[config.mk]
export PLATFORM = sky130hd
export DESIGN_NAME = accum_core
export DESIGN_NICKNAME = d
export VERILOG_FILES = /design/src/rtl/accum_core_pkg.sv /design/src/rtl/accum_alu.sv /design/src/rtl/accum_core.sv
export SDC_FILE = /design/constraint.sdc
export NUM_CORES = 1
export LEC_CHECK = 0
export BUFFER_PORTS_ARGS = -buffer_cell sky130_fd_sc_hd__buf_4
export CORE_AREA = 4 4 125 127
export CTS_BUF_LIST = sky130_fd_sc_hd__clkbuf_8
export DETAILED_ROUTE_END_ITERATION = 16
export DIE_AREA = 0 0 129 131
export GPL_TIMING_DRIVEN = 0
export PLACE_DENSITY = 0.8
export SYNTH_ARGS = -nofsm -noshare
export SYNTH_HDL_FRONTEND = slang
export SYNTH_SLANG_ARGS = --single-unit
[constraint.sdc]
create_clock -name clk -period 7.5 [get_ports clk]
set_clock_uncertainty 0.05 [all_clocks]
set_input_delay 0.375 -clock clk [delete_from_list [all_inputs] [get_ports clk]]
set_output_delay 0.375 -clock clk [all_outputs]
set_load 0.02 [all_outputs]
[src/rtl/accum_core_pkg.sv]
// Shared definitions for the accumulator core: opcode map, FSM states and
// instruction decode helpers.
package accum_core_pkg;

   localparam int OPC_W = 5;

   localparam logic [OPC_W-1:0] OP_NOP = 5'h00;
   localparam logic [OPC_W-1:0] OP_LDI = 5'h01;
   localparam logic [OPC_W-1:0] OP_LDM = 5'h02;
   localparam logic [OPC_W-1:0] OP_STM = 5'h03;
   localparam logic [OPC_W-1:0] OP_MVR = 5'h04;
   localparam logic [OPC_W-1:0] OP_MVA = 5'h05;
   localparam logic [OPC_W-1:0] OP_ADD = 5'h06;
   localparam logic [OPC_W-1:0] OP_SUB = 5'h07;
   localparam logic [OPC_W-1:0] OP_MUL = 5'h08;
   localparam logic [OPC_W-1:0] OP_INC = 5'h09;
   localparam logic [OPC_W-1:0] OP_CLR = 5'h0A;
   localparam logic [OPC_W-1:0] OP_JMP = 5'h0B;
   localparam logic [OPC_W-1:0] OP_JZ  = 5'h0C;
   localparam logic [OPC_W-1:0] OP_JNZ = 5'h0D;
   localparam logic [OPC_W-1:0] OP_HLT = 5'h0E;

   typedef enum logic [2:0] {
      ST_START = 3'd0,
      ST_FETCH = 3'd1,
      ST_EXEC  = 3'd2,
      ST_MEM   = 3'd3,
      ST_HALT  = 3'd4
   } state_e;

   // Field extraction works on a zero-extended 64-bit copy so the helpers stay width-generic.
   function automatic logic [OPC_W-1:0] instr_opc(input logic [63:0] instr, input int addr_w);
      logic [63:0] sh;
      sh = instr >> addr_w;
      return sh[OPC_W-1:0];
   endfunction

   function automatic logic [63:0] instr_opd(input logic [63:0] instr, input int addr_w);
      logic [63:0] mask;
      mask = ~({64{1'b1}} << addr_w);
      return instr & mask;
   endfunction

   function automatic logic is_legal(input logic [OPC_W-1:0] opc);
      return (opc <= OP_HLT);
   endfunction

   function automatic logic is_mem_op(input logic [OPC_W-1:0] opc);
      return (opc == OP_LDM) || (opc == OP_STM);
   endfunction

endpackage

[src/rtl/accum_alu.sv]
// Combinational ALU for the accumulator core; all state lives in the core.
module accum_alu
   import accum_core_pkg::*;
#(
   parameter int DATA_W = 12
)
(
   input  logic [DATA_W-1:0] ac_i,
   input  logic [DATA_W-1:0] opnd_i,
   input  logic [OPC_W-1:0]  opc_i,
   output logic [DATA_W-1:0] result_o,
   output logic              carry_o,
   output logic              zero_o
);

   logic [DATA_W:0]     sum_s;
   logic [DATA_W:0]     diff_s;
   logic [DATA_W:0]     inc_s;
   logic [2*DATA_W-1:0] prod_s;

   // Borrow of SUB is the wrapped MSB of the widened difference.
   always_comb begin
      sum_s    = {1'b0, ac_i} + {1'b0, opnd_i};
      diff_s   = {1'b0, ac_i} - {1'b0, opnd_i};
      inc_s    = {1'b0, ac_i} + {{DATA_W{1'b0}}, 1'b1};
      prod_s   = {{DATA_W{1'b0}}, ac_i} * {{DATA_W{1'b0}}, opnd_i};
      result_o = '0;
      carry_o  = 1'b0;
      case (opc_i)
         OP_LDI, OP_MVA: result_o = opnd_i;
         OP_ADD: begin
            result_o = sum_s[DATA_W-1:0];
            carry_o  = sum_s[DATA_W];
         end
         OP_SUB: begin
            result_o = diff_s[DATA_W-1:0];
            carry_o  = diff_s[DATA_W];
         end
         OP_MUL: begin
            result_o = prod_s[DATA_W-1:0];
            carry_o  = |prod_s[2*DATA_W-1:DATA_W];
         end
         OP_INC: begin
            result_o = inc_s[DATA_W-1:0];
            carry_o  = inc_s[DATA_W];
         end
         default: result_o = '0;
      endcase
      zero_o = (result_o == '0);
   end

endmodule

[src/rtl/accum_core.sv]
// Multi-cycle accumulator core with handshaked instruction/data memory,
// zero/carry flags, conditional branches and sticky halt/illegal trapping.
module accum_core
   import accum_core_pkg::*;
#(
   parameter int DATA_W = 12,
   parameter int ADDR_W = 12,
   parameter int NREG   = 4
)
(
   input  logic                    clk,
   input  logic                    rst_n,
   output logic                    im_req,
   output logic [ADDR_W-1:0]       im_addr,
   input  logic                    im_ack,
   input  logic [OPC_W+ADDR_W-1:0] im_rdata,
   output logic                    dm_req,
   output logic                    dm_we,
   output logic [ADDR_W-1:0]       dm_addr,
   output logic [DATA_W-1:0]       dm_wdata,
   input  logic                    dm_ack,
   input  logic [DATA_W-1:0]       dm_rdata,
   output logic                    end_process,
   output logic                    illegal,
   output logic [DATA_W-1:0]       ac_out
);

   localparam int IW = OPC_W + ADDR_W;
   localparam int RW = $clog2(NREG);

   state_e            state_q, state_d;
   logic              arm_q;
   logic [ADDR_W-1:0] pc_q, pc_d, dm_addr_q, dm_addr_d;
   logic [DATA_W-1:0] ac_q, ac_d, dm_wdata_q, dm_wdata_d;
   logic [IW-1:0]     ir_q, ir_d;
   logic              z_q, z_d, c_q, c_d, dm_we_q, dm_we_d, illegal_q, illegal_d;
   logic [DATA_W-1:0] regs_q [NREG];

   logic              reg_we_s;
   logic [RW-1:0]     reg_idx_s;
   logic [OPC_W-1:0]  opc_s;
   logic [ADDR_W-1:0] opd_s;
   logic [DATA_W-1:0] opnd_s, alu_res_s;
   logic              alu_c_s, alu_z_s;

   assign opc_s     = instr_opc(64'(ir_q), ADDR_W);
   assign opd_s     = ADDR_W'(instr_opd(64'(ir_q), ADDR_W));
   assign reg_idx_s = opd_s[RW-1:0];
   assign opnd_s    = (opc_s == OP_LDI) ? DATA_W'(opd_s) : regs_q[reg_idx_s];

   accum_alu #(.DATA_W(DATA_W)) u_alu (
      .ac_i     (ac_q),
      .opnd_i   (opnd_s),
      .opc_i    (opc_s),
      .result_o (alu_res_s),
      .carry_o  (alu_c_s),
      .zero_o   (alu_z_s)
   );

   // State register; arm_q holds START through the first edge after reset release.
   always_ff @(posedge clk or negedge rst_n) begin
      if (!rst_n) begin
         state_q <= ST_START;
         arm_q   <= 1'b0;
      end else begin
         state_q <= state_d;
         arm_q   <= 1'b1;
      end
   end

   // Next-state decode.
   always_comb begin
      state_d = state_q;
      case (state_q)
         ST_START: state_d = arm_q ? ST_FETCH : ST_START;
         ST_FETCH: state_d = im_ack ? ST_EXEC : ST_FETCH;
         ST_EXEC: begin
            if ((opc_s == OP_HLT) || !is_legal(opc_s)) begin
               state_d = ST_HALT;
            end else if (is_mem_op(opc_s)) begin
               state_d = ST_MEM;
            end else begin
               state_d = ST_FETCH;
            end
         end
         ST_MEM:  state_d = dm_ack ? ST_FETCH : ST_MEM;
         ST_HALT: state_d = ST_HALT;
         default: state_d = ST_START;
      endcase
   end

   // Datapath next values per state.
   always_comb begin
      pc_d       = pc_q;
      ac_d       = ac_q;
      ir_d       = ir_q;
      z_d        = z_q;
      c_d        = c_q;
      dm_addr_d  = dm_addr_q;
      dm_wdata_d = dm_wdata_q;
      dm_we_d    = dm_we_q;
      illegal_d  = illegal_q;
      reg_we_s   = 1'b0;
      case (state_q)
         ST_FETCH: begin
            if (im_ack) begin
               ir_d = im_rdata;
               pc_d = pc_q + {{(ADDR_W-1){1'b0}}, 1'b1};
            end else begin
               ir_d = ir_q;
            end
         end
         ST_EXEC: begin
            case (opc_s)
               OP_LDI, OP_MVA, OP_CLR: begin
                  ac_d = alu_res_s;
                  z_d  = alu_z_s;
               end
               OP_ADD, OP_SUB, OP_MUL, OP_INC: begin
                  ac_d = alu_res_s;
                  z_d  = alu_z_s;
                  c_d  = alu_c_s;
               end
               OP_LDM, OP_STM: begin
                  dm_addr_d  = opd_s;
                  dm_wdata_d = ac_q;
                  dm_we_d    = (opc_s == OP_STM);
               end
               OP_MVR:  reg_we_s = 1'b1;
               OP_JMP:  pc_d = opd_s;
               OP_JZ:   pc_d = z_q ? opd_s : pc_q;
               OP_JNZ:  pc_d = z_q ? pc_q : opd_s;
               default: illegal_d = !is_legal(opc_s);
            endcase
         end
         ST_MEM: begin
            if (dm_ack) begin
               if (!dm_we_q) begin
                  ac_d = dm_rdata;
                  z_d  = (dm_rdata == '0);
               end else begin
                  ac_d = ac_q;
               end
               dm_we_d = 1'b0;
            end else begin
               dm_we_d = dm_we_q;
            end
         end
         default: pc_d = pc_q;
      endcase
   end

   // Datapath registers.
   always_ff @(posedge clk or negedge rst_n) begin
      if (!rst_n) begin
         pc_q       <= '0;
         ac_q       <= '0;
         ir_q       <= '0;
         z_q        <= 1'b0;
         c_q        <= 1'b0;
         dm_addr_q  <= '0;
         dm_wdata_q <= '0;
         dm_we_q    <= 1'b0;
         illegal_q  <= 1'b0;
      end else begin
         pc_q       <= pc_d;
         ac_q       <= ac_d;
         ir_q       <= ir_d;
         z_q        <= z_d;
         c_q        <= c_d;
         dm_addr_q  <= dm_addr_d;
         dm_wdata_q <= dm_wdata_d;
         dm_we_q    <= dm_we_d;
         illegal_q  <= illegal_d;
      end
   end

   // General register file, written only by MVR.
   always_ff @(posedge clk or negedge rst_n) begin
      if (!rst_n) begin
         for (int i = 0; i < NREG; i++) regs_q[i] <= '0;
      end else if (reg_we_s) begin
         regs_q[reg_idx_s] <= ac_q;
      end
   end

   assign im_req      = (state_q == ST_FETCH);
   assign im_addr     = pc_q;
   assign dm_req      = (state_q == ST_MEM);
   assign dm_we       = dm_we_q;
   assign dm_addr     = dm_addr_q;
   assign dm_wdata    = dm_wdata_q;
   assign end_process = (state_q == ST_HALT);
   assign illegal     = illegal_q;
   assign ac_out      = ac_q;

endmodule

==> results.json <==
{
  "outcome": "finished clean",
  "min_path_type": "in2reg",
  "setup_viol": 0,
  "port-buffer-count": 85,
  "hold_viol_final": 0,
  "power.density_cell_area_nw_per_um2": 313,
  "layoutNonFillerInstCount": 1162,
  "synthesis.area_um2": 8600,
  "critPathMostFrequentCell": "sky130_fd_sc_hd__fa_1",
  "ys_dominant_reg_cell": "sky130_fd_sc_hd__dfrtp_1",
  "clock_power_share_pct": 19.2,
  "ys_ff_latch": 120,
  "timing.reg2reg.worst_path_depth": 21,
  "leakagePower_nw": 4.90,
  "critical_path.max_fanout": 12,
  "antenna_found_initial": 0,
  "cts_tree": "done",
  "syn2layout_area_growth_pct": 15.2,
  "irDropWorstVdd_uv": 198,
  "critPathSlowestCell": "sky130_fd_sc_hd__dfrtp_1",
  "crit_arrival_ns": 7.33,
  "timing.critical_path.cells": "clkbuf_2 > mux4_1 > o21ai_0 > o21ai_0 > clkbuf_1 > nand2_1 > fa_1 > fa_1 > inv_1 > fa_1 > fa_1 > inv_1 > fa_1 > xor2_1 > xnor2_1 > xnor2_1 > xnor2_1 > xnor3_2 > xnor3_1 > a221oi_2 > a31oi_1",
  "post_route_cells_drive_above_1_share_pct": 23.1,
  "place_inst": 1131,
  "route.vias.total": 7034,
  "detailed_place_hpwl_mm": 17.7,
  "route.antenna.remaining_nets": 0,
  "synthArstFlopShare_pct": 100,
  "antenna-diode-count": 0,
  "cts.sinks": 120,
  "routed_wire_length_per_instance_um": 20.4,
  "placeableCoreArea_um2": 14400,
  "cts.path.max_buffers": 2,
  "utilization_pct": 68.7,
  "global_route.usage.total_pct": 29.3,
  "cp-end-kind": "flip-flop",
  "cells_after_synth": 861,
  "timing.final.crit_share_pct": 94.4,
  "grt_max_degree": 92,
  "synth_enable_flop_cells": 0,
  "r2r-start": "ir_q[1]$_DFFE_PN0P_",
  "globalRoute.totalOverflow": 0,
  "combPwrFrac_pct": 46.8,
  "postCtsSetupBuffers": 0,
  "final_cell_mix": "sky130_fd_sc_hd__dfrtp_1 (120), sky130_fd_sc_hd__nand2_1 (106), sky130_fd_sc_hd__mux2_2 (91)",
  "postSynthAreaPerCell_um2": 9.99,
  "cts-buffers-inserted": 17,
  "cap_violations": 0,
  "chipWidth_um": 129,
  "route.detailed.drc": 0,
  "post-route-min-period_ns": 7.08,
  "switchingPower_mw": 1.38,
  "worst_pin_slew_ns": 0.822,
  "drt-initial-drc-count": 613,
  "detail_route.first_pass.iterations": 7,
  "timing.fmax_ghz": 0.141,
  "synthDominantAreaCellType": "sky130_fd_sc_hd__dfrtp_1",
  "clock_transition_at_the_register_clock_pins_on_the_worst_setup_and_hold_paths_after_cts_ns": 0.07,
  "grt_pass1_wl_mm": 38.0,
  "crit_start": "ir_q[1]$_DFFE_PN0P_",
  "die_area_um2": 16900,
  "crit_path_max_incr_delay_ns": 0.70,
  "pwr-share-seq_pct": 34.0,
  "initial_core_utilization_pct": 59.6,
  "multi_input_comb_area_um2": 5130,
  "unrepaired_setup_endpoints_after_global_routing": "false",
  "cp_data_required_time_ns": 7.75,
  "slew_headroom_pct": 43.8,
  "p_sw_share_pct": 44.4,
  "yosysSeqAreaShare_pct": 34.9,
  "insertion_delay_ns": 0.45,
  "globalplace.congestion": 0.966,
  "ys_types": 61,
  "die_height_um": 131,
  "slew_violations": 0,
  "fin_setup_tns_ns": 0,
  "synth.net_count": 976,
  "top_cell_type_s_share_of_synthesized_area_pct": 34.9,
  "netlist_top_cells_area": "sky130_fd_sc_hd__dfrtp_1 (35%), sky130_fd_sc_hd__mux2_2 (12%), sky130_fd_sc_hd__fa_1 (9.3%), sky130_fd_sc_hd__ha_1 (6.1%), sky130_fd_sc_hd__nand2_1 (4.6%)",
  "criticalPathCategory": "reg2reg",
  "filler_cell_count": 1126,
  "timing.reg2reg.setup_slack_ns": 0.42,
  "cts_root_buf": "sky130_fd_sc_hd__clkbuf_8",
  "grt_pass1_vias": 7036,
  "num_rows": 44,
  "layout.area.seq_um2": 3000,
  "path_depth": 21,
  "viasPerCell": 6.05,
  "cpLargestDelayFamily": "adder cells",
  "startpoint_type": "flip-flop",
  "cts-htree-levels": 4,
  "timing.critical_path.to": "ac_out[11]$_DFFE_PN0P_",
  "num_io_pins": 86,
  "final_common_cell": "sky130_fd_sc_hd__dfrtp_1",
  "worstPathBufferInverterCount": 4,
  "drt_wl_total_mm": 23.7,
  "ys.warnings.count": 0,
  "power_report.internal_total_mw": 1.72,
  "nNetsFinal": 1081,
  "reg2reg_to": "ac_out[11]$_DFFE_PN0P_"
}
==> Yosys cell counts, types with 3 or more instances <==
cell type / number
sky130_fd_sc_hd__a21oi_1: 42
sky130_fd_sc_hd__nand4_1: 5
sky130_fd_sc_hd__a21o_1: 8
sky130_fd_sc_hd__nor4_1: 5
sky130_fd_sc_hd__and3_1: 7
sky130_fd_sc_hd__o221a_2: 3
sky130_fd_sc_hd__o21a_1: 5
sky130_fd_sc_hd__a221oi_1: 4
sky130_fd_sc_hd__nand3_1: 14
sky130_fd_sc_hd__fa_1: 40
sky130_fd_sc_hd__buf_1: 5
sky130_fd_sc_hd__ha_1: 42
sky130_fd_sc_hd__a22oi_1: 5
sky130_fd_sc_hd__mux2_2: 91
sky130_fd_sc_hd__mux2i_1: 7
sky130_fd_sc_hd__inv_1: 75
sky130_fd_sc_hd__mux4_1: 9
sky130_fd_sc_hd__o21ai_0: 47
sky130_fd_sc_hd__nor2_1: 46
sky130_fd_sc_hd__clkbuf_1: 41
sky130_fd_sc_hd__a21boi_0: 3
sky130_fd_sc_hd__xnor2_1: 26
sky130_fd_sc_hd__xor2_1: 8
sky130_fd_sc_hd__a211oi_1: 5
sky130_fd_sc_hd__xnor3_1: 3
sky130_fd_sc_hd__nand2_1: 106
sky130_fd_sc_hd__a31oi_1: 8
sky130_fd_sc_hd__and2_1: 16
sky130_fd_sc_hd__or2_2: 5
sky130_fd_sc_hd__dfrtp_1: 120
sky130_fd_sc_hd__nor3_1: 10
sky130_fd_sc_hd__o21bai_1: 3
sky130_fd_sc_hd__nor3b_1: 4
sky130_fd_sc_hd__nor2b_1: 8
==> power groups by stage <==
stage	clock (mW)	combinational (mW)	sequential, mW
after floorplan	0	0.852	1.08
after global placement	0	1.41	1.04
after detailed placement	0	1.43	1.05
after CTS	0.603	1.45	1.03
after global routing	0.630	1.58	1.07
final	0.596	1.45	1.05
==> stage by stage <==
step	power, mW	setup slack, ns	area [um2]	hold slack, ns
after floorplan	1.93	1.33	8600	0.0294
after global placement	2.44	0.288	9470	0.405
after detailed placement	2.48	0.164	9500	0.218
after CTS	3.08	0.128	9910	0.0892
after global routing	3.28	0.0986	9910	0.0959
final	3.10	0.423	9910	0.106
==> flip-flops by register name (all words and copies together), names as in the netlist, 3 cells and up <==
name,flops
regs_q,48
ir_q,17
ac_out,12
dm_addr,12
dm_wdata,12
im_addr,12
state_q,3
==> cells by family after synthesis <==
group / Yosys count / synth area share [%]
AOI/OAI and AO/OA: 148 / 10.6
adders and majority gates: 82 / 15.4
DFF: 120 / 34.9
xor gates and xnor gates: 38 / 4.52
and+or+nand+nor: 239 / 12.9
buffers and inverters: 123 / 5.47
muxes: 110 / 16.2
other: 1 / 0.0436
==> routing by layer <==
layer  share of wire, %  up-vias  GRT usage, %
li1                   -     3167             -
met1                 41     3416          40.0
met2                 46      385          46.4
met3                9.9       66          6.79
met4                2.8        0          10.1
met5                  0        -             0
==> layout make-up <==
| type | count | share of cell area, % |
|---|---|---|
| inverter | 75 | 2.84 |
| timing repair buffer | 87 | 6.86 |
| clock inverter | 11 | 1.24 |
| sequential | 120 | 30.3 |
| tap | 184 | 2.32 |
| clock buffer | 20 | 2.78 |
| buffer | 47 | 1.88 |
| multi-input combinational | 618 | 51.8 |
==> worst min path at each step <==
stage,startpoint,end,slack (ns),cells after the start
floorplan,rst_n,ac_out[0]$_DFFE_PN0P_,0.03,0
global placement,regs_q[13]$_DFFE_PN0P_,regs_q[13]$_DFFE_PN0P_,0.40,2
detailed placement,rst_n,im_addr[4]$_DFFE_PN0P_,0.22,1
CTS,dm_ack,state_q[1]$_DFF_PN0_,0.09,2
global route,dm_ack,state_q[1]$_DFF_PN0_,0.1,2
finish,dm_ack,state_q[1]$_DFF_PN0_,0.11,2
==> what timing repair did <==
| action | 4_1_cts | 5_1_grt |
|---|---|---|
| setup endpoints to repair | 0 | 2 |
| endpoints found under the hold margin | 29 | 0 |
| gates resized for setup | 0 | 2 |
| hold buffers | 1 | 0 |
Note: power is estimated with default switching activity, not from simulation.
